**src/rtl/utils_pkg.sv**
```systemverilog
// Shared types and constants for the load/store unit.
// Op bundle, trap info, FSM states, cause codes, width encodings.
package utils_pkg;

   typedef enum logic [1:0] {
      LSU_NONE  = 2'd0,
      LSU_LOAD  = 2'd1,
      LSU_STORE = 2'd2
   } lsu_op_typ_t;

   typedef enum logic [1:0] {
      LSU_IDLE = 2'd0,
      LSU_REQ  = 2'd1,
      LSU_WAIT = 2'd2
   } lsu_fsm_t;

   typedef enum logic [2:0] {
      F3_B  = 3'b000,
      F3_H  = 3'b001,
      F3_W  = 3'b010,
      F3_BU = 3'b100,
      F3_HU = 3'b101
   } ld_width_e;

   typedef struct packed {
      lsu_op_typ_t op_typ;
      logic [2:0]  width;
      logic [31:0] addr;
      logic [31:0] wdata;
   } s_lsu_op_t;

   typedef struct packed {
      logic [31:0] result;
      logic [4:0]  rd_addr;
      logic        we_rd;
   } s_ex_mem_wb_t;

   typedef struct packed {
      logic [31:0] mcause;
      logic [31:0] mtval;
   } s_trap_info_t;

   localparam logic [31:0] CAUSE_LD_MISALIGN = 32'd4;
   localparam logic [31:0] CAUSE_LD_ACCESS   = 32'd5;
   localparam logic [31:0] CAUSE_ST_MISALIGN = 32'd6;
   localparam logic [31:0] CAUSE_ST_ACCESS   = 32'd7;

   // Size bits of funct3: 01 = half, 10 = word.
   function automatic logic misaligned(input logic [1:0] sz,
                                       input logic [1:0] a);
      logic m;
      m = 1'b0;
      case (sz)
         2'b01:   m = a[0];
         2'b10:   m = |a;
         default: m = 1'b0;
      endcase
      return m;
   endfunction

endpackage

```
**src/rtl/lsu_align.sv**
```systemverilog
// Combinational lane logic for the load/store unit.
// Extracts/extends load data and builds store strobes/lanes.
module lsu_align
   import utils_pkg::*;
(
   input  logic [2:0]  width_i,
   input  logic [1:0]  off_i,
   input  logic [31:0] rdata_i,
   input  logic [31:0] wdata_i,
   output logic [31:0] ld_data_o,
   output logic [3:0]  wstrb_o,
   output logic [31:0] wdata_o
);

   logic [7:0]  byte_sel;
   logic [15:0] half_sel;

   assign byte_sel = rdata_i[8*off_i +: 8];
   assign half_sel = off_i[1] ? rdata_i[31:16] : rdata_i[15:0];

   // Load lane select plus sign/zero extension
   always_comb begin
      ld_data_o = rdata_i;
      case (width_i)
         F3_B:    ld_data_o = {{24{byte_sel[7]}}, byte_sel};
         F3_H:    ld_data_o = {{16{half_sel[15]}}, half_sel};
         F3_BU:   ld_data_o = {24'h0, byte_sel};
         F3_HU:   ld_data_o = {16'h0, half_sel};
         default: ld_data_o = rdata_i;
      endcase
   end

   // Store strobes and lane replication
   always_comb begin
      wstrb_o = 4'hF;
      wdata_o = wdata_i;
      case (width_i[1:0])
         2'b00: begin
            wstrb_o = 4'b0001 << off_i;
            wdata_o = {4{wdata_i[7:0]}};
         end
         2'b01: begin
            wstrb_o = 4'b0011 << off_i;
            wdata_o = {2{wdata_i[15:0]}};
         end
         default: begin
            wstrb_o = 4'hF;
            wdata_o = wdata_i;
         end
      endcase
   end

endmodule

```
**src/rtl/lsu.sv**
```systemverilog
// Load/store + write-back stage behind EX.
// One bus transaction at a time; stalls EX while busy.
module lsu
   import utils_pkg::*;
#(
   parameter int unsigned MAX_WAIT_CYCLES = 0
)(
   input  logic         clk,
   input  logic         rst,
   input  s_lsu_op_t    lsu_i,
   input  s_ex_mem_wb_t ex_mem_wb_i,
   output logic         lsu_bp_o,
   output logic [31:0]  wb_value_o,
   output logic [4:0]   rd_addr_o,
   output logic         we_rd_o,
   output logic         data_req_valid_o,
   input  logic         data_req_ready_i,
   output logic [31:0]  data_req_addr_o,
   output logic         data_req_we_o,
   output logic [3:0]   data_req_wstrb_o,
   output logic [31:0]  data_req_wdata_o,
   input  logic         data_resp_valid_i,
   input  logic [31:0]  data_resp_rdata_i,
   input  logic         data_resp_err_i,
   output logic         lsu_trap_o,
   output s_trap_info_t lsu_trap_info_o
);

   lsu_fsm_t     state_q;
   s_lsu_op_t    op_q;
   logic         req_valid_q;
   logic [31:0]  wait_cnt_q;
   logic         ld_pending_q;
   logic [31:0]  ld_data_q;
   logic         trap_q;
   s_trap_info_t trap_info_q;

   logic        is_mem;
   logic        misal;
   logic        accept;
   logic        fault_in;
   logic        timeout;
   logic        resp_done;
   logic        resp_err;
   logic        is_store_q;
   logic [31:0] ld_aligned;
   logic [3:0]  st_strb;
   logic [31:0] st_data;

   lsu_align u_align (
      .width_i   (op_q.width),
      .off_i     (op_q.addr[1:0]),
      .rdata_i   (data_resp_rdata_i),
      .wdata_i   (op_q.wdata),
      .ld_data_o (ld_aligned),
      .wstrb_o   (st_strb),
      .wdata_o   (st_data)
   );

   assign is_mem   = (lsu_i.op_typ == LSU_LOAD) ||
                     (lsu_i.op_typ == LSU_STORE);
   assign misal    = misaligned(lsu_i.width[1:0], lsu_i.addr[1:0]);
   assign accept   = !rst && (state_q == LSU_IDLE) && is_mem && !misal;
   assign fault_in = (state_q == LSU_IDLE) && is_mem && misal;

   assign timeout   = (MAX_WAIT_CYCLES != 0) &&
                      (wait_cnt_q == 32'(MAX_WAIT_CYCLES));
   assign resp_done = (state_q == LSU_WAIT) &&
                      (data_resp_valid_i || timeout);
   assign resp_err  = data_resp_valid_i ? data_resp_err_i : timeout;

   assign is_store_q = (op_q.op_typ == LSU_STORE);

   assign lsu_bp_o = !rst && (accept || (state_q == LSU_REQ) ||
                     ((state_q == LSU_WAIT) && !resp_done));

   assign data_req_valid_o = req_valid_q;
   assign data_req_addr_o  = req_valid_q ? {op_q.addr[31:2], 2'b00} : 32'h0;
   assign data_req_we_o    = req_valid_q && is_store_q;
   assign data_req_wstrb_o = (req_valid_q && is_store_q) ? st_strb : 4'h0;
   assign data_req_wdata_o = (req_valid_q && is_store_q) ? st_data : 32'h0;

   assign wb_value_o = ld_pending_q ? ld_data_q : ex_mem_wb_i.result;
   assign rd_addr_o  = ex_mem_wb_i.rd_addr;
   assign we_rd_o    = ex_mem_wb_i.we_rd && !trap_q &&
                       (ex_mem_wb_i.rd_addr != 5'd0);

   assign lsu_trap_o      = trap_q;
   assign lsu_trap_info_o = trap_info_q;

   // Transaction FSM with registered bus request, load data and trap pulse
   always_ff @(posedge clk or posedge rst) begin
      if (rst) begin
         state_q      <= LSU_IDLE;
         op_q         <= '0;
         req_valid_q  <= 1'b0;
         wait_cnt_q   <= 32'h0;
         ld_pending_q <= 1'b0;
         ld_data_q    <= 32'h0;
         trap_q       <= 1'b0;
         trap_info_q  <= '0;
      end else begin
         ld_pending_q <= 1'b0;
         trap_q       <= 1'b0;
         unique case (state_q)
            LSU_IDLE: begin
               if (accept) begin
                  op_q        <= lsu_i;
                  req_valid_q <= 1'b1;
                  wait_cnt_q  <= 32'h0;
                  state_q     <= LSU_REQ;
               end else if (fault_in) begin
                  trap_q             <= 1'b1;
                  trap_info_q.mcause <= (lsu_i.op_typ == LSU_STORE) ?
                                        CAUSE_ST_MISALIGN :
                                        CAUSE_LD_MISALIGN;
                  trap_info_q.mtval  <= lsu_i.addr;
               end
            end
            LSU_REQ: begin
               if (data_req_ready_i) begin
                  req_valid_q <= 1'b0;
                  state_q     <= LSU_WAIT;
               end
            end
            LSU_WAIT: begin
               if (resp_done) begin
                  state_q    <= LSU_IDLE;
                  wait_cnt_q <= 32'h0;
                  if (resp_err) begin
                     trap_q             <= 1'b1;
                     trap_info_q.mcause <= is_store_q ? CAUSE_ST_ACCESS :
                                           CAUSE_LD_ACCESS;
                     trap_info_q.mtval  <= op_q.addr;
                  end else if (!is_store_q) begin
                     ld_data_q    <= ld_aligned;
                     ld_pending_q <= 1'b1;
                  end
               end else begin
                  wait_cnt_q <= wait_cnt_q + 32'h1;
               end
            end
            default: state_q <= LSU_IDLE;
         endcase
      end
   end

endmodule
```
**config.mk**
```make
export PLATFORM = sky130hd
export DESIGN_NAME = lsu
export DESIGN_NICKNAME = d
export VERILOG_FILES = /design/src/rtl/utils_pkg.sv /design/src/rtl/lsu_align.sv /design/src/rtl/lsu.sv
export SDC_FILE = /design/constraint.sdc
export NUM_CORES = 1
export LEC_CHECK = 0
export ABC_CLOCK_PERIOD_IN_PS = 8300
export CAP_MARGIN = 20
export CORE_MARGIN = 8
export CORE_UTILIZATION = 47
export CTS_CLUSTER_SIZE = 28
export DETAILED_ROUTE_END_ITERATION = 10
export PLACE_DENSITY_LB_ADDON = 0.05
export SKIP_LAST_GASP = 1
export SLEW_MARGIN = 10
export SYNTH_ARGS = -nofsm -noshare
export SYNTH_HDL_FRONTEND = slang
export SYNTH_SLANG_ARGS = --single-unit
```
**constraint.sdc**
```tcl
create_clock -name clk -period 8.3 [get_ports clk]
set_input_delay 0.83 -clock clk [delete_from_list [all_inputs] [get_ports clk]]
set_output_delay 0.83 -clock clk [all_outputs]
set_load 0.01 [all_outputs]
```
; After elaboration in Yosys (flattened, before gate mapping)
; Cells that the tools add are included.
[totals]
word_cells = 96
reg_bits = 170
mem_count = 0
rom_bits = 0
mem_bits_rw = 0
in_bits = 144
latch_bits = 0
[classes]
shifts = 3
bitwise = 2
reduce_logical = 30
eq_ne = 17
div_mod_pow = 0
magnitude_cmp = 0
add_sub_neg = 0
n_mux = 33
multipliers = 0
[op_table]
columns = op, count
row1 = $mux W64, 4
row2 = $pmux W32 S4, 1
row3 = $pmux W64 S2, 1
row4 = $mux W32, 3
row5 = $pmux W32 S2, 1
row6 = $shiftx A32 B6 Y8, 1
row7 = $mux W16, 1
row8 = $ne A2 B2 Y1 const B, 6
row9 = $logic_and A1 B1 Y1, 11
row10 = $mux W1, 11
row11 = $mux W2, 5
row12 = $eq A2 B1 Y1 const B, 4
row13 = $eq A2 B2 Y1 const B, 4
row14 = $pmux W4 S2, 1
row15 = $eq A3 B3 Y1 const B, 2
row16 = $pmux W1 S2, 3
row17 = $pmux W2 S3, 1
row18 = $reduce_and A3 Y1, 2
row19 = $reduce_and A5 Y1, 1
row20 = $reduce_bool A5 Y1, 1
row21 = $logic_not A1 Y1, 4
row22 = $logic_not A2 Y1, 2
row23 = $mux W4, 1
row24 = $reduce_and A4 Y1, 1
row25 = 9 further kinds, 13

; Logic depth before layout (Yosys ltp)
[depth]
word_depth = 7
ltp_mapped = 7
depth_no_buf = 6

; Modules after synthesis
; A second synthesis with hierarchy kept.
[hier_totals]
cells_unflattened = 800
area_unflattened_um2 = 8658.3
[modules_own_cells]
columns = module, seq_area_each_um2, instances, area_each_um2, cells_per_inst
row1 = lsu, 3528.4, 1, 7293.2, 606
row2 = lsu_align, 0.0, 1, 1365.1, 194

; Worst setup path before layout
; No wires, ideal clock.
[synth_path]
kind = input port to output port
startpoint = input port lsu_i[64] (netlist bit)
endpoint = output port lsu_bp_o
path_stages = 7
path_slack_ns = 5.248
t_arrival_ns = 2.222
required_time_ns = 7.470
n_path_buf = 1
path_cell_list = inv_1 -> ha_1 -> o21ai_1 -> a21oi_1 -> nor4_4 -> buf_6 -> o21bai_1
[synth_between]
elab_chain_cells = 7
word_cells_on_any_way = 8
classes_between = 2 x eq/ne / 1 x mux / 5 x reduce/logical
[synth_rtl]
columns = element, line
row1 = from (decl), lsu.sv:10  ; input s_lsu_op_t lsu_i,
row2 = $eq A2 B2 Y1 or $eq A2 B1 Y1 (tied branches), utils_pkg.sv:53  ; case (sz)
row3 = $pmux W1 S2 *, utils_pkg.sv:53
row4 = $logic_not A1 Y1 *, lsu.sv:63  ; assign accept = !rst && (state_q == LSU_IDLE) && is_mem && !misal;
row5 = $logic_and A1 B1 Y1 *, lsu.sv:63
row6 = $logic_or A1 B1 Y1 * (2 in series), lsu.sv:74  ; assign lsu_bp_o = !rst && (accept || (state_q == LSU_REQ) ||
row7 = $logic_and A1 B1 Y1 *, lsu.sv:74
row8 = to (decl), lsu.sv:12  ; output logic lsu_bp_o,
; Mark *: on every way between the ends. The rest lies on a longest branch, timed or not.

; Final worst setup path
[layout_path]
startpoint = register op_q[65] (netlist bit)
endpoint = output port data_req_wdata_o[15]
[layout_between]
elab_chain_cells = 3
word_cells_on_any_way = 4
classes_between = 1 x eq/ne / 2 x mux / 1 x reduce/logical
[layout_rtl]
columns = element, line
row1 = from (decl), lsu.sv:30  ; s_lsu_op_t op_q;
row2 = from (signal assigned), lsu.sv:108  ; op_q <= lsu_i;
row3 = $eq A2 B1 Y1 or $logic_not A2 Y1 (tied branches), lsu_align.sv:37  ; case (width_i[1:0])
row4 = $pmux W32 S2 *, lsu_align.sv:37
row5 = $mux W32 *, lsu.sv:81  ; assign data_req_wdata_o = (req_valid_q && is_store_q) ? st_data : 32'h0;
row6 = to (decl), lsu.sv:21  ; output logic [31:0] data_req_wdata_o,
; Marked as above.

==> summary.md <==
| Metric | Value |
|---|---|
| Crit end category | `output port` |
| Final setup TNS | `0 ns` |
| First-pass GRT wire length | `36,500 microns` |
| Clock Latency Late Sink | `0.42 ns` |
| Final antenna-violating net count | `0` |
| Fraction of registers with async set/reset | `1.00` |
| Synth Instances | `758` |
| Number of synthesized flops with an enable pin | `0` |
| Run status | `complete, no violations` |
| Final Cycle Share | `0.550` |
| Minimum clock period after layout | `4.56 ns` |
| Synth Register Bits | `141` |
| Via-to-Cell Ratio | `5.11` |
| Fin Clk Skew | `0.00944 ns` |
| Type of the worst setup path | `reg2out` |
| Synth top area share | `0.459` |
| Switch Pwr | `1290 uW` |
| WP data arrival | `3.73 ns` |
| Area leader, netlist | `dfrtp_1` |
| Register Area | `3530 sq um` |
| Largest net degree at the start of global routing | `77` |
| # IOs | `318` |
| Initial Util | `0.482` |
| CP Max Fanout | `56` |
| Fmax | `0.219 GHz` |
| Largest cells by area after synthesis | `dfrtp_1 (46%), mux2_2 (9.8%), mux2_1 (9.5%)` |
| Die area | `20,700 sq um` |
| Pwr Density | `329 nW/um^2` |
| Final Hold Fails | `0` |
| Die Ht | `144 microns` |
| FILL cells | `1,319` |
| Final Max Slew Viols | `0` |
| RSZ-0062 raised after global routing | `no` |
| Share of cells above drive strength 1 | `0.111` |
| Sw Share | `0.357` |
| Longest Clk Path Bufs | `2` |
| Synthesis-to-finish area growth | `43.4%` |
| RePlAce Congestion | `0.827` |
| Core area | `15,900 sq um` |
| Commonest cells post-synth | `nand2_1 (149), dfrtp_1 (141), mux2_2 (67)` |
| Vias | `6,359` |
| Post-CTS setup buffers | `0` |
| # rows | `46` |
| # clock sinks | `141` |
| Hold buffers post-CTS | `0` |
| Iteration-0 DRC Markers | `351` |
| Clk root buf | `clkbuf_16` |
| Most common cell in the netlist | `nand2_1` |
| Num CTS Buffers | `17` |
| Routed len/inst | `19.4 microns` |
| Cell area after synthesis | `7690 sq um` |
| Cell internal pwr | `2330 uW` |
| Avg Inst Size Synth | `10.1 sq um` |
| Buffers on Ports | `286` |
| Die W | `144 microns` |
| Most used DFF post-synth | `dfrtp_1` |
| Worst hold slack | `0.472 ns` |
| Setup-failing EPs final | `0` |
| Clock network power share | `0.197` |
| Worst VDD drop | `174 uV` |
| Initial antenna violation count | `0` |
| Register area share after synthesis | `0.459` |
| Diode count | `0` |
| H-tree levels | `4` |
| Yosys cell types | `43` |
| Comb pwr share | `0.439` |
| DR pass1 iterations | `4` |
| Sequential power share | `0.364` |
| CP Launch Type | `register` |
| Post-Route WL | `24,100 microns` |
| Slew margin rel. | `0.287` |
| CTS tree | `built` |
| Multi-input gate area | `3700 sq um` |
| Total global-route track usage | `0.230` |
| Worst-Margin Slew | `1.07 ns` |
| Nets | `1,162` |
| Global route total overflow | `0` |
| HPWL after DPL | `17,600 microns` |
| Warnings, synthesis | `0` |
| # resized after CTS | `0` |
| Leak | `0.00483 uW` |
| Max Cap Viol | `0` |
| CP required | `7.47 ns` |
| Worst-path clk slew | `0.05 ns` |
| Drc violations | `0` |
| Tightest Hold Check Type | `reg2reg` |
| Vias in the first global route | `6,381` |
==> state kept, by name (all words and copies together) (netlist names) <==
| signal | flops |
|---|---|
| ld_data_q | 32 |
| lsu_trap_o | 1 |
| state_q | 2 |
| lsu_trap_info_o | 35 |
| op_q | 69 |
| data_req_valid_o | 1 |
| ld_pending_q | 1 |
==> power by group through the flow <==
| stage | Combinational, uW | Sequential [uW] | Clock [uW] |
|---|---|---|---|
| 5_1_grt | 1730 | 1370 | 758 |
| 3_5_place_dp | 1610 | 1330 | 0 |
| 2_1_floorplan | 903 | 1220 | 0 |
| 3_3_place_gp | 1580 | 1320 | 0 |
| 4_1_cts | 1610 | 1310 | 729 |
| 6_report | 1590 | 1320 | 716 |
==> stage by stage <==
| step | setup slack (ns) | std cells | total power, uW | area [sq um] | utilization |
|---|---|---|---|---|---|
| after floorplan | 3.69 | 788 | 2120 | 7800 | - |
| after global placement | 4.28 | 1211 | 2900 | 10500 | 0.656 |
| after detailed placement | 4.18 | 1211 | 2930 | 10500 | 0.656 |
| after CTS | 3.73 | 1243 | 3660 | 11000 | 0.691 |
| after global routing | 3.48 | 1244 | 3850 | 11000 | 0.691 |
| final | 3.74 | 1244 | 3620 | 11000 | 0.691 |
==> path summary, 6_finish.rpt <==
check,start,to,slack (ns),depth (start not counted)
worst max-delay path,op_q[65],data_req_wdata_o[15],3.74,5
worst min-delay path,ld_data_q[5],ld_data_q[5],0.47,2
worst max register to register,op_q[67],ld_data_q[11],5.32,5
worst min register to register,ld_data_q[5],ld_data_q[5],0.47,2
max in group asynchronous,rst,op_q[0],5.88,3
min in group asynchronous,rst,lsu_trap_info_o[33],0.99,2
==> worst max-delay path, cell delays in order (launching register included) <==
cell             delay, ns
dfrtp_2               1.05
clkinv_1              0.83
nand2_1               0.50
nand2_1               0.11
a21oi_1               0.18
clkdlybuf4s50_1       0.61
==> metal layers <==
layer	GRT usage	share of wire
met5	0	0
met4	0.0780	0.017
met3	0.0946	0.12
met2	0.368	0.49
met1	0.273	0.38
==> logic make-up after synthesis <==
logic type / synth area share
AOI/OAI and AO/OA: 0.0783
other: 0.000488
buffers and inverters: 0.0755
DFF: 0.459
and+or+nand+nor: 0.152
muxes: 0.230
adders and majority gates: 0.00488
==> final cells by class <==
class | count | area share
tap | 216 | 0.0245
multi-input combinational | 550 | 0.336
clock buffer | 26 | 0.0444
timing repair buffer | 293 | 0.265
clock inverter | 6 | 0.00545
inverter | 12 | 0.00465
sequential | 141 | 0.320
==> cells in the final DEF, fill, tap and decap left out, drive strengths merged <==
cell / netlist / layout
clkdlybuf4s50: 0 / 286
nand2: 149 / 149
dfrtp: 141 / 141
mux2: 132 / 132
nor2: 56 / 56
a21oi: 48 / 48
conb: 1 / 31
and2: 30 / 30
mux2i: 26 / 26
clkbuf: 26 / 26
a21o: 10 / 10
and3: 9 / 9
inv: 9 / 9
o21ai: 8 / 8
or3: 7 / 7
a311oi: 7 / 7
o31ai: 7 / 7
buf: 59 / 7
o221a: 6 / 6
clkinv: 3 / 6
nor2b: 5 / 5
ha: 3 / 3
or2: 2 / 2
nand2b: 2 / 2
clkinvlp: 0 / 2
nor4: 1 / 1
or4b: 1 / 1
mux4: 1 / 1
a22o: 1 / 1
a221oi: 1 / 1
nand3: 1 / 1
o21bai: 1 / 1
or4: 1 / 1
nor3b: 1 / 1
o311ai: 1 / 1
o22a: 1 / 1
a211oi: 1 / 1
bufinv: 0 / 1
Note: power is estimated with default switching activity, not from simulation.
